===== config.mk =====
export PLATFORM = sky130hd
export DESIGN_NAME = flash_image_loader
export DESIGN_NICKNAME = d
export VERILOG_FILES = /design/src/rtl/flash_image_loader.sv
export SDC_FILE = /design/constraint.sdc
export NUM_CORES = 1
export LEC_CHECK = 0
export ABC_AREA = 1
export CORE_MARGIN = 2
export CORE_UTILIZATION = 30
export CTS_BUF_LIST = sky130_fd_sc_hd__clkbuf_4
export CTS_CLUSTER_SIZE = 28
export DETAILED_ROUTE_END_ITERATION = 6
export HOLD_SLACK_MARGIN = 0.1
export PLACE_DENSITY = 0.49
export SYNTH_ARGS = -nofsm -noshare
export SYNTH_HDL_FRONTEND = slang
export SYNTH_SLANG_ARGS = --single-unit
export TNS_END_PERCENT = 10

===== constraint.sdc =====
create_clock -name clk -period 3.3 [get_ports clk]
set_input_delay 0.33 -clock clk [delete_from_list [all_inputs] [get_ports clk]]
set_output_delay 0.33 -clock clk [all_outputs]
set_load 0.02 [all_outputs]

===== src/rtl/flash_image_loader.sv =====
// flash_image_loader: boot-time SPI master that copies one image from SPI
// flash into the emulation SRAM before the CPU is released.
//
// Ports:
//   clk, reset        system clock, async active-high reset
//   configuration     image select, sampled once after reset release
//   spi_miso          flash data in
//   spi_clk/out/cs    SPI mode 0 master outputs (cs active low)
//   ram_address/datain/cs/we  SRAM write port, one strobe per byte
//   read_complete     image loaded, held until reset
module flash_image_loader #(
  parameter int          CONFIG_BITS = 5,
  parameter logic [23:0] FLASH_BASE  = 24'h100000,
  parameter int          IMAGE_BYTES = 65536,
  parameter int          SPI_DIV     = 2,
  parameter int          WAKE_CYCLES = 200
) (
  input  logic                   clk,
  input  logic                   reset,
  input  logic [CONFIG_BITS-1:0] configuration,
  input  logic                   spi_miso,
  output logic                   spi_clk,
  output logic                   spi_out,
  output logic                   spi_cs,
  output logic [15:0]            ram_address,
  output logic [7:0]             ram_datain,
  output logic                   ram_cs,
  output logic                   ram_we,
  output logic                   read_complete
);

  typedef enum logic [2:0] {
    IDLE, WAKE, WAKE_WAIT, CMD, DATA, DONE
  } state_t;

  state_t                 state;
  logic [7:0]             div_cnt;
  logic [5:0]             bit_cnt;
  logic [31:0]            shreg;
  logic [7:0]             rx;
  logic [16:0]            byte_cnt;
  logic [15:0]            wait_cnt;
  logic [CONFIG_BITS-1:0] cfg_q;
  logic [23:0]            cfg_ext;
  logic [23:0]            cmd_addr;
  logic                   tick;

  // Half-period boundary of the SPI clock.
  assign tick = (div_cnt == 8'(SPI_DIV - 1));

  always_comb begin
    cfg_ext = '0;
    cfg_ext[16 +: CONFIG_BITS] = cfg_q;
  end

  // 24-bit add wraps naturally.
  assign cmd_addr = FLASH_BASE + cfg_ext;

  always_ff @(posedge clk or posedge reset) begin
    if (reset) begin
      state         <= IDLE;
      div_cnt       <= '0;
      bit_cnt       <= '0;
      shreg         <= '0;
      rx            <= '0;
      byte_cnt      <= '0;
      wait_cnt      <= '0;
      cfg_q         <= '0;
      spi_clk       <= 1'b0;
      spi_out       <= 1'b0;
      spi_cs        <= 1'b1;
      ram_address   <= '0;
      ram_datain    <= '0;
      ram_cs        <= 1'b0;
      ram_we        <= 1'b0;
      read_complete <= 1'b0;
    end else begin
      ram_cs <= 1'b0;
      ram_we <= 1'b0;
      unique case (state)
        IDLE: begin
          cfg_q   <= configuration;
          state   <= WAKE;
          spi_cs  <= 1'b0;
          shreg   <= {8'hAB, 24'h0};
          spi_out <= 1'b1;
          spi_clk <= 1'b0;
          div_cnt <= '0;
          bit_cnt <= '0;
        end
        WAKE: begin
          div_cnt <= tick ? 8'd0 : div_cnt + 8'd1;
          if (tick) begin
            // bit_cnt==8 is the trailing low half before cs rises.
            if (bit_cnt == 6'd8) begin
              spi_cs   <= 1'b1;
              state    <= WAKE_WAIT;
              wait_cnt <= '0;
            end else if (!spi_clk) begin
              spi_clk <= 1'b1;
            end else begin
              spi_clk <= 1'b0;
              bit_cnt <= bit_cnt + 6'd1;
              shreg   <= {shreg[30:0], 1'b0};
              spi_out <= (bit_cnt == 6'd7) ? 1'b0 : shreg[30];
            end
          end
        end
        WAKE_WAIT: begin
          if (wait_cnt == 16'(WAKE_CYCLES - 1)) begin
            state   <= CMD;
            spi_cs  <= 1'b0;
            shreg   <= {8'h03, cmd_addr};
            spi_out <= 1'b0;
            div_cnt <= '0;
            bit_cnt <= '0;
          end else begin
            wait_cnt <= wait_cnt + 16'd1;
          end
        end
        CMD: begin
          div_cnt <= tick ? 8'd0 : div_cnt + 8'd1;
          if (tick) begin
            if (!spi_clk) begin
              spi_clk <= 1'b1;
            end else begin
              spi_clk <= 1'b0;
              shreg   <= {shreg[30:0], 1'b0};
              if (bit_cnt == 6'd31) begin
                state   <= DATA;
                bit_cnt <= '0;
                spi_out <= 1'b0;
              end else begin
                bit_cnt <= bit_cnt + 6'd1;
                spi_out <= shreg[30];
              end
            end
          end
        end
        DATA: begin
          if (ram_we && byte_cnt == 17'(IMAGE_BYTES)) begin
            state         <= DONE;
            spi_cs        <= 1'b1;
            spi_clk       <= 1'b0;
            spi_out       <= 1'b0;
            read_complete <= 1'b1;
          end else begin
            div_cnt <= tick ? 8'd0 : div_cnt + 8'd1;
            if (tick) begin
              if (!spi_clk) begin
                spi_clk <= 1'b1;
                rx      <= {rx[6:0], spi_miso};
              end else begin
                spi_clk <= 1'b0;
                if (bit_cnt == 6'd7) begin
                  // Strobe overlaps the next byte's low half.
                  bit_cnt     <= '0;
                  ram_cs      <= 1'b1;
                  ram_we      <= 1'b1;
                  ram_datain  <= rx;
                  ram_address <= byte_cnt[15:0];
                  byte_cnt    <= byte_cnt + 17'd1;
                end else begin
                  bit_cnt <= bit_cnt + 6'd1;
                end
              end
            end
          end
        end
        DONE: begin
          spi_cs        <= 1'b1;
          spi_clk       <= 1'b0;
          spi_out       <= 1'b0;
          read_complete <= 1'b1;
        end
        default: state <= IDLE;
      endcase
    end
  end

endmodule


==> results.md, run 1 <==
* # IOs at 38
* Routed wire length at 12.82 mm
* Rows at 50
* VDD IR max at 0.1727 mV
* Setup Fix Bufs, Post-CTS at 0
* Leakage at 3.060 nW
* Reg-to-reg slack, setup at 900 ps
* Final Setup Violations at 0
* Crit start category: flip-flop
* Placed cells at 982
* RSZ-0062 raised after global routing: false
* Final Instance Area at 6347 um^2
* FF+latch count, synth at 107
* Relative slew slack at 54.75%
* Starting density of the core at 30.30%
* Syn nets at 739
* Max Transition Viols Final at 0
* Final hold vios at 0
* Port Buf Inserts at 37
* Die Ht at 140.8 um
* Min Hold Slack at 254.8 ps
* Crit path time final at 2398 ps
* Htree depth at 3
* Status: finished, final reports clean
* Core Area at 18520 um^2
* GPL Wtd Cong at 0.8111
* CP required at 3690 ps
* Synthesized area at 5612 um^2
* Worst setup path startpoint: div_cnt[1]
* CTS max path bufs at 2
* RR Startpoint: div_cnt[1]
* Area share of the largest cell type after synthesis at 47.27%
* WS Path Type: flip-flop to flip-flop
* Dpl ws at 899.1 ps
* Maximum clock rate at 0.4171 GHz
* Worst setup endpoint: ram_address[11]
* Leading area contributor after synthesis: dfrtp_1
* First-pass GRT wire length at 22.25 mm
* N_diodes at 0
* Mean post-synth cell area at 7.751 um^2
* Final Power at 2.010 mW
* CTS tree: done
* Most frequent cell after synthesis: nand2_1
* Clock Pin Slew Worst Setup and Hold Paths at 180 ps
* Routed length per placed instance at 12.85 um
* Via density at 4.553
* Ranking of synthesized cells by area: dfrtp_1 (47%), nand2_1 (15%), nand3_1 (5.9%)
* Power Density at 316.7 nW/um^2
* Worst R2R Path Depth at 10
* Cell count after synthesis at 724
* Initial antenna violation count at 0
* Post-synth EDFFs at 0
* Die width at 140.8 um
* Core Util, Final at 34.28%
* Final WS setup at 902.4 ps
* Global route overflow at 0
* Synth Warn # at 0
* Clock tree root buffer cell: clkbuf_4
* Num CTS Buffers at 9
* Fillers at 1953
* DR DRC count at 0
* Detailed-route via count at 4544
* Die footprint at 19810 um^2
* Total Routing Usage GR at 13.87%
* Fin Setup TNS at 0 ps
* Crit-path max FO at 28
* Clock sink count at 107
* Placed Instance Area at 6220 um^2
* Slew @ Worst Pin at 677.1 ps
* Post_cts resized at 0
* Initial DRC count at 273
* Max Cap Viol at 0
* Cell variety after synth at 40
* Synth-to-layout area growth at 13.11%
* Non-Filler Instances at 998
* First-pass DRT Iterations at 5
* HPWL after DPL at 9.158 mm
* Post-layout nets at 774
* Number of global-route vias before repair at 4356
* Asr flop ratio synth at 100.0%
* Worst path arrival time at 2790 ps
* Largest net degree at the start of global routing at 53
* Hold Crit Class: input pin to async pin
* CP Capture Type: flip-flop
* Worst reg2reg path endpoint: ram_address[11]
* Clock Skews at 16.36 ps
* Final worst-path cycle share at 72.65%
* Share of cells above drive strength 1 at 6.152%
* Final ANT Viol Nets at 0
* Sequential share of the synthesized area at 47.74%
* Top FF cell, synth: dfrtp_1
* Synth cell count leaders: nand2_1 (230), dfrtp_1 (106), inv_1 (76)
* Worst-Skew Late Latency at 490 ps
* Post-CTS Hold Fix Bufs at 0
==> state kept, by name, summed over array words and instances, names as in the netlist <==
signal / cells
byte_cnt: 17
ram_address: 16
wait_cnt: 16
shreg: 15
div_cnt: 8
ram_datain: 8
rx: 8
bit_cnt: 6
cfg_q: 5
state: 3
ram_we: 1
read_complete: 1
spi_clk: 1
spi_cs: 1
spi_out: 1
==> cells in the final DEF, fill, tap and decap left out, types with 2 or more instances in the layout <==
cell type,instances
o22ai_1,3
nor2_1,64
xnor2_1,4
clkdlybuf4s50_1,37
clkbuf_4,9
nand4_2,2
nand2_1,230
o21ai_0,48
a31oi_1,2
a21oi_1,9
nand3_1,66
nand3b_1,8
inv_4,2
mux2_2,2
nor3_1,16
clkinvlp_4,3
o21ai_1,7
nand3_2,2
dfrtp_1,106
xor2_1,16
inv_1,75
nand2_2,5
nor2_8,2
nor2_2,2
inv_2,3
nand4_1,12
inv_6,2
buf_4,4
ha_1,7
nor2_4,3
==> kinds of logic after synthesis <==
logic type      after synthesis  share of synthesized area, %
simple gates                416                         32.87
flops                       107                         47.74
mux                           2                        0.4013
xor+xnor                     20                         3.121
buf+inv                      98                         7.313
compound gates               74                         7.001
fa+ha+maj                     7                         1.561
==> layer usage <==
layer / track usage [%] / share of wire [%]
met5: 0 / 0
met4: 4.263 / 1.2
met3: 3.668 / 3.6
met2: 21.39 / 45
met1: 19.15 / 50
==> power breakdown <==
part	switching, mW	internal (mW)
clock network	0.483	0.166
registers	0.00156	1.32
logic	0.0301	0.0137
==> how the worst min path moves through the flow <==
| stage | endpoint | from | slack (ps) |
|---|---|---|---|
| floorplan | shreg[23] | shreg[23] | 430 |
| global placement | shreg[23] | shreg[23] | 450 |
| detailed placement | shreg[23] | shreg[23] | 460 |
| CTS | ram_datain[1] | reset | 240 |
| global route | ram_datain[7] | reset | 270 |
| finish | ram_datain[7] | reset | 250 |
==> final cells by class <==
class	count	area (um^2)	area share, %
clock buffer	9	67.56	1.064
clock inverter	7	60.06	0.9462
inverter	80	305.3	4.810
multi-input combinational	519	2522	39.74
sequential	107	2679	42.20
tap	234	292.8	4.613
timing repair buffer	42	420.4	6.623
==> worst max-delay path, stage by stage (launching register included) <==
cell	delay, ps
dfrtp_1	450
inv_1	70
ha_1	130
nand2_1	50
nor2_1	110
nand2_1	160
nor2_2	200
nand4_2	560
buf_4	440
nand2_1	70
o21ai_0	70
Note: power is estimated with default switching activity, not from simulation.
==> run 2, diff against run 1 <==
--- a/config.mk
+++ b/config.mk
@@ -12,7 +12,7 @@
 export CTS_CLUSTER_SIZE = 28
 export DETAILED_ROUTE_END_ITERATION = 6
 export HOLD_SLACK_MARGIN = 0.1
-export PLACE_DENSITY = 0.49
+export PLACE_DENSITY = 0.47
 export SYNTH_ARGS = -nofsm -noshare
 export SYNTH_HDL_FRONTEND = slang
 export SYNTH_SLANG_ARGS = --single-unit
==> constraint.sdc (replaced) <==
create_clock -name clk -period 2.3 [get_ports clk]
set_input_delay 0.23 -clock clk [delete_from_list [all_inputs] [get_ports clk]]
set_output_delay 0.23 -clock clk [all_outputs]
set_load 0.02 [all_outputs]
==> run 2 against run 1 <==
Compared with the run above:
- power increased by 51%
- first-iteration DRC count increased by 6.6%
- clock skew increased by 13 ps
- count of clock-buffer cells in the layout increased by 1
- core utilization increased by 0.61 points
- critical path type unchanged
- critical endpoint is now ram_address[1]
==> results.md, run 2 (same netlist as run 1, synthesis figures left out) <==
* Final worst-path cycle share at 88.42% (was 72.65%)
* WS Path Type: flip-flop to flip-flop (unchanged)
* Worst R2R Path Depth at 11 (was 10)
* Port Buf Inserts at 37 (unchanged)
* CP Capture Type: flip-flop (unchanged)
* Number of global-route vias before repair at 4592 (was 4356)
* Hold Crit Class: input pin to flip-flop (was input pin to async pin)
* GPL Wtd Cong at 0.8444 (was 0.8111)
* Dpl ws at 279.9 ps (was 899.1 ps)
* Combinational share of power at 2.2% (about the same)
* Clock Pin Slew Worst Setup and Hold Paths at 190 ps (was 180 ps)
* Biggest register: byte_cnt (unchanged)
* Crit start category: flip-flop (unchanged)
* Leakage at 3.127 nW (was 3.060 nW)
* Setup Fix Bufs, Post-CTS at 0 (unchanged)
* Synth-to-layout area growth at 15.12% (was 13.11%)
* First-pass GRT wire length at 22.59 mm (was 22.25 mm)
* Sequential share of power at 62.3% (was 65.5%)
* First-pass DRT Iterations at 4 (was 5)
* Reg-to-reg slack, setup at 270 ps (was 900 ps)
* Clock Skews at 29.11 ps (was 16.36 ps)
* Fin Setup TNS at 0 ps (unchanged)
* Crit path time final at 2034 ps (was 2398 ps)
* Maximum clock rate at 0.4917 GHz (was 0.4171 GHz)
* Relative slew slack at 62.28% (was 54.75%)
* Clock sink count at 107 (unchanged)
* HPWL after DPL at 9.136 mm (was 9.158 mm)
* Most frequent cells in the layout: nand2_1 (230), dfrtp_1 (106), inv_1 (75) (unchanged)
* Crit-path max FO at 22 (was 28)
* Global route overflow at 0 (unchanged)
* Worst setup path startpoint: div_cnt[1] (unchanged)
* Most frequent CP cell: nand2_1 (unchanged)
* Max Cap Viol at 0 (unchanged)
* RSZ-0062 raised after global routing: false (unchanged)
* Die footprint at 19810 um^2 (unchanged)
* Final WS setup at 266.4 ps (was 902.4 ps)
* Int Pwr at 2.278 mW (was 1.495 mW)
* Routed length per placed instance at 12.85 um (about the same)
* Num CTS Buffers at 9 (unchanged)
* Worst setup endpoint: ram_address[1] (was ram_address[11])
* Final Setup Violations at 0 (unchanged)
* Total Routing Usage GR at 13.84% (was 13.87%)
* CP required at 2770 ps (was 3690 ps)
* Biggest regs: byte_cnt x17, ram_address x16, wait_cnt x16 (unchanged)
* Slowest CP cell: dfrtp_1 (was nand4_2)
* Cell Chain, Critical Path: inv_1, ha_1, nand2_1, nor2_1, nand2_1, nor2_2, nand2_1, nor2_4, buf_4, o21ai_0, inv_1 (was inv_1, ha_1, nand2_1, nor2_1, nand2_1, nor2_2, nand4_2, buf_4, nand2_1, o21ai_0)
* Htree depth at 3 (unchanged)
* # IOs at 38 (unchanged)
* Power Density at 469.6 nW/um^2 (was 316.7 nW/um^2)
* Switching share of total power at 24.90% (was 25.62%)
* Psw at 0.7553 mW (was 0.5150 mW)
* Core Area at 18520 um^2 (unchanged)
* RR Startpoint: div_cnt[1] (unchanged)
* N_diodes at 0 (unchanged)
* Max Transition Viols Final at 0 (unchanged)
* Clock tree root buffer cell: clkbuf_4 (unchanged)
* Initial antenna violation count at 0 (unchanged)
* Placed Instance Area at 6299 um^2 (was 6220 um^2)
* Largest register FFs at 17 (unchanged)
* Status: finished, final reports clean (unchanged)
* VDD IR max at 0.1988 mV (was 0.1727 mV)
* Starting density of the core at 30.30% (unchanged)
* Worst reg2reg path endpoint: ram_address[1] (was ram_address[11])
* Commonest non-fill, non-tap cell in the layout: nand2_1 (unchanged)
* Final Power at 3.034 mW (was 2.010 mW)
* Via density at 4.647 (was 4.553)
* Detailed-route via count at 4675 (was 4544)
* Final ANT Viol Nets at 0 (unchanged)
* Placed cells at 989 (was 982)
* CTS max path bufs at 2 (unchanged)
* Post-layout nets at 782 (was 774)
* Routed wire length at 12.93 mm (was 12.82 mm)
* Die Ht at 140.8 um (unchanged)
* Largest net degree at the start of global routing at 51 (was 53)
* CTS tree: done (unchanged)
* Initial DRC count at 291 (was 273)
* Worst path arrival time at 2500 ps (was 2790 ps)
* Share of cells above drive strength 1 at 6.995% (was 6.152%)
* Delay of the slowest critical-path stage at 460 ps (was 560 ps)
* Final Instance Area at 6460 um^2 (was 6347 um^2)
* Final hold vios at 0 (unchanged)
* Die width at 140.8 um (unchanged)
* DR DRC count at 0 (unchanged)
* Post_cts resized at 0 (unchanged)
* Slew @ Worst Pin at 561.5 ps (was 677.1 ps)
* Worst-Skew Late Latency at 500 ps (was 490 ps)
* Non-Filler Instances at 1006 (was 998)
* Rows at 50 (unchanged)
* Clock power share at 35.5% (was 32.3%)
-- run 2: cell types whose count changed in the layout (fill, tap and decap cells not counted) --
cell	previous run	this run
buf_4	4	9
inv_4	2	1
clkinvlp_4	3	1
clkbuf_4	9	10
inv_6	2	4
dlygate4sd3_1	0	1
buf_12	1	3
bufinv_16	0	1
clkinv_4	1	0
-- run 2: through the flow --
step                utilization (%)  hold slack, ps
finish                        34.89           255.1
global route                  34.89           233.3
CTS                           34.89           198.0
detailed placement            34.01           458.5
global placement              34.01           456.2
floorplan                         -           375.2
-- run 2: final cells by class --
type                       count  area [um^2]
clock buffer                  10        75.07
clock inverter                 6        76.32
fill                        1940        12060
inverter                      80        306.5
multi-input combinational    519         2522
sequential                   107         2679
tap                          234        292.8
timing repair buffer          50        508.0
-- run 2: power by group through the flow --
stage | clock (mW) | sequential [mW] | combinational [mW]
after floorplan | 0 | 1.92 | 0.0349
after global placement | 0 | 1.92 | 0.0695
after detailed placement | 0 | 1.92 | 0.0712
after CTS | 1.13 | 1.89 | 0.0727
after global routing | 1.20 | 1.89 | 0.0788
final | 1.08 | 1.89 | 0.0675
-- run 2: repair_timing --
action                     CTS  global route
setup endpoints to repair    0             0
hold endpoints to repair     9             0
hold buffers                 1             0
-- run 2: how the worst min path moves through the flow --
stage                     startpoint   endpoint  slack (ps)  cells past startpoint
final                       spi_miso      rx[0]         260                      3
after global routing        spi_miso      rx[0]         230                      3
after CTS                   spi_miso      rx[0]         200                      3
after detailed placement   shreg[17]  shreg[17]         460                      2
after global placement     shreg[18]  shreg[18]         460                      2
after floorplan             spi_miso      rx[0]         380                      2
-- run 2: worst max-delay path, delay by kind of cell (launching register included) --
family                   cells  cell delay, ps
buffers and inverters        3             340
AO/OA/AOI/OAI                1              80
flip-flops                   1             460
adder cells (fa/ha/maj)      1             140
AND/OR/NAND/NOR              6             990
-- run 2: routing by layer --
| layer | wire (um) | vias to the layer above | GRT usage, % | part of all wire [%] |
|---|---|---|---|---|
| li1 | - | 2405 | - | - |
| met1 | 6560 | 2187 | 19.22 | 51 |
| met2 | 5747 | 71 | 21.93 | 44 |
| met3 | 464 | 12 | 3.193 | 3.6 |
| met4 | 156 | 0 | 3.474 | 1.2 |
| met5 | 0 | - | 0 | 0 |
==> run 3, diff against run 2 <==
--- a/config.mk
+++ b/config.mk
@@ -9,10 +9,11 @@
 export CORE_MARGIN = 2
 export CORE_UTILIZATION = 30
 export CTS_BUF_LIST = sky130_fd_sc_hd__clkbuf_4
-export CTS_CLUSTER_SIZE = 28
 export DETAILED_ROUTE_END_ITERATION = 6
+export DONT_BUFFER_PORTS = 1
 export HOLD_SLACK_MARGIN = 0.1
-export PLACE_DENSITY = 0.47
+export PLACE_DENSITY = 0.45
+export SLEW_MARGIN = 10
 export SYNTH_ARGS = -nofsm -noshare
 export SYNTH_HDL_FRONTEND = slang
 export SYNTH_SLANG_ARGS = --single-unit
==> run 3 against run 2 <==
Compared with the run above:
- clock skew decreased by 6.3 ps
- setup slack improved by 33 ps
- non-clock buffer count is 27 lower
- final cell count is 2.7% lower
- flip-flop and latch count is the same
- first-iteration DRC count rose by 7.9%
==> results.md, run 3 (same netlist as run 1, synthesis figures left out) <==
* Number of global-route vias before repair at 4439 (was 4592)
* Share of cells above drive strength 1 at 7.785% (was 6.995%)
* Initial DRC count at 314 (was 291)
* Clock sink count at 107 (unchanged)
* Leakage at 3.023 nW (was 3.127 nW)
* Slowest CP cell: dfrtp_1 (unchanged)
* Port Buf Inserts at 0 (was 37)
* Placed cells at 956 (was 989)
* Buffers & Inverters on Critical Path at 1 (was 3)
* Maximum clock rate at 0.5000 GHz (was 0.4917 GHz)
* Clock power share at 31.9% (was 35.5%)
* Total Routing Usage GR at 13.60% (was 13.84%)
* Final ANT Viol Nets at 0 (unchanged)
* Synth-to-layout area growth at 9.677% (was 15.12%)
* Crit-path max FO at 12 (was 22)
* Relative slew slack at 51.22% (was 62.28%)
* Cell Chain, Critical Path: ha_1, nand2_1, inv_1, nand2_1, nor2_1, nand2_1, nand2_2, nand2_2, nor2_4, nand2_1, nand2_1, nand2_1 (was inv_1, ha_1, nand2_1, nor2_1, nand2_1, nor2_2, nand2_1, nor2_4, buf_4, o21ai_0, inv_1)
* Non-Filler Instances at 979 (was 1006)
* CP required at 2680 ps (was 2770 ps)
* Biggest regs: byte_cnt x17, ram_address x16, wait_cnt x16 (unchanged)
* Die footprint at 19810 um^2 (unchanged)
* Final worst-path cycle share at 86.96% (was 88.42%)
* CP delay by family, top: simple AND/OR/NAND/NOR gates (unchanged)
* Htree depth at 3 (unchanged)
* Detailed-route via count at 4549 (was 4675)
* Crit start category: flip-flop (unchanged)
* WS Path Type: flip-flop to flip-flop (unchanged)
* Int Pwr at 2.146 mW (was 2.278 mW)
* Status: finished, final reports clean (unchanged)
* Most frequent cells in the layout: nand2_1 (230), dfrtp_1 (106), inv_1 (75) (unchanged)
* Clock tree root buffer cell: clkbuf_4 (unchanged)
* CTS max path bufs at 2 (unchanged)
* Final Instance Area at 6155 um^2 (was 6460 um^2)
* Most frequent CP cell: nand2_1 (unchanged)
* Core Area at 18520 um^2 (unchanged)
* Final Setup Violations at 0 (unchanged)
* Sequential share of power at 65.9% (was 62.3%)
* Largest net degree at the start of global routing at 46 (was 51)
* Global route overflow at 0 (unchanged)
* First-pass GRT wire length at 21.79 mm (was 22.59 mm)
* Num CTS Buffers at 9 (unchanged)
* Die Ht at 140.8 um (unchanged)
* Delay of the slowest critical-path stage at 440 ps (was 460 ps)
* Worst path arrival time at 2380 ps (was 2500 ps)
* Routed wire length at 12.63 mm (was 12.93 mm)
* Dpl ws at 310.8 ps (was 279.9 ps)
* Fin Setup TNS at 0 ps (unchanged)
* First-pass DRT Iterations at 5 (was 4)
* Final WS setup at 299.8 ps (was 266.4 ps)
* Slew @ Worst Pin at 730.2 ps (was 561.5 ps)
* Die width at 140.8 um (unchanged)
* Psw at 0.7193 mW (was 0.7553 mW)
* RSZ-0062 raised after global routing: false (unchanged)
* Routed length per placed instance at 12.90 um (was 12.85 um)
* Post-layout nets at 755 (was 782)
* Commonest non-fill, non-tap cell in the layout: nand2_1 (unchanged)
* Max Cap Viol at 0 (unchanged)
* CTS tree: done (unchanged)
* Clock Skews at 22.79 ps (was 29.11 ps)
* HPWL after DPL at 9.151 mm (was 9.136 mm)
* # IOs at 38 (unchanged)
* GPL Wtd Cong at 0.8319 (was 0.8444)
* Combinational share of power at 2.2% (about the same)
* Worst-Skew Late Latency at 490 ps (was 500 ps)
* Largest register FFs at 17 (unchanged)
* Power Density at 465.6 nW/um^2 (was 469.6 nW/um^2)
* Rows at 50 (unchanged)
* Final hold vios at 0 (unchanged)
* Initial antenna violation count at 0 (unchanged)
* Via density at 4.647 (about the same)
* Switching share of total power at 25.10% (was 24.90%)
* CP Capture Type: flip-flop (unchanged)
* N_diodes at 0 (unchanged)
* DR DRC count at 0 (unchanged)
* Biggest register: byte_cnt (unchanged)
* Reg-to-reg slack, setup at 300 ps (was 270 ps)
* Max Transition Viols Final at 0 (unchanged)
* Clock Pin Slew Worst Setup and Hold Paths at 170 ps (was 190 ps)
* Setup Fix Bufs, Post-CTS at 0 (unchanged)
* Starting density of the core at 30.30% (unchanged)
* Hold Crit Class: input pin to async pin (was input pin to flip-flop)
* Final Power at 2.866 mW (was 3.034 mW)
* Crit path time final at 2000 ps (was 2034 ps)
* Placed Instance Area at 5958 um^2 (was 6299 um^2)
* VDD IR max at 0.2053 mV (was 0.1988 mV)
==> run 3: changes by cell type in the layout (fill, tap and decap cells not counted) <==
| cell | delta |
|---|---|
| clkdlybuf4s50_1 | -37 |
| dlygate4sd3_1 | +6 |
| buf_4 | +4 |
| clkinv_4 | +2 |
| inv_6 | -2 |
| bufinv_16 | -1 |
| clkbuf_4 | -1 |
| clkinv_2 | +1 |
| clkinvlp_4 | +1 |
==> run 3: final timing paths <==
| path | from | endpoint | cells past startpoint |
|---|---|---|---|
| setup / recovery | wait_cnt[0] | bit_cnt[5] | 12 |
| hold / removal | reset | div_cnt[5] | 2 |
| setup reg to reg | wait_cnt[0] | bit_cnt[5] | 12 |
| hold reg to reg | shreg[23] | shreg[23] | 2 |
| max in group asynchronous | reset | spi_cs | 3 |
| min in group clk | configuration[0] | cfg_q[0] | 2 |
==> run 3: routing by layer <==
layer | track usage (%) | part of all wire [%] | vias to the layer above
met1 | 17.84 | 49 | 2131
li1 | - | - | 2345
met5 | 0 | 0 | -
met2 | 21.95 | 46 | 69
met4 | 3.368 | 0.53 | 0
met3 | 4.314 | 4.1 | 4
==> run 3: final cells by class <==
class                   count  area (um^2)
repair buffers             23        227.7
flip-flops and latches    107         2679
clock inverters             7        58.81
fillers                  1966        12360
well taps                 234        292.8
multi-input cells         519         2522
clock buffers               9        67.56
inverters                  80        306.5
==> run 3: repair_timing <==
action	4_1_cts	5_1_grt
hold endpoints to repair	33	0
hold buffers	7	0
gates resized for setup	0	0
==> run 3: metrics by stage <==
step                hold slack [ps]  util (%)
global route                  310.8     33.24
CTS                           293.7     33.24
global placement              260.5     32.18
finish                        303.0     33.24
detailed placement            265.2     32.18
floorplan                     375.2         -
==> run 3: power by group through the flow <==
stage	Clock, mW	Sequential, mW	Combinational [mW]
after floorplan	0	1.92	0.0349
after global placement	0	1.92	0.0576
after detailed placement	0	1.92	0.0582
after CTS	0.990	1.89	0.0682
after global routing	1.06	1.89	0.0742
final	0.913	1.89	0.0633
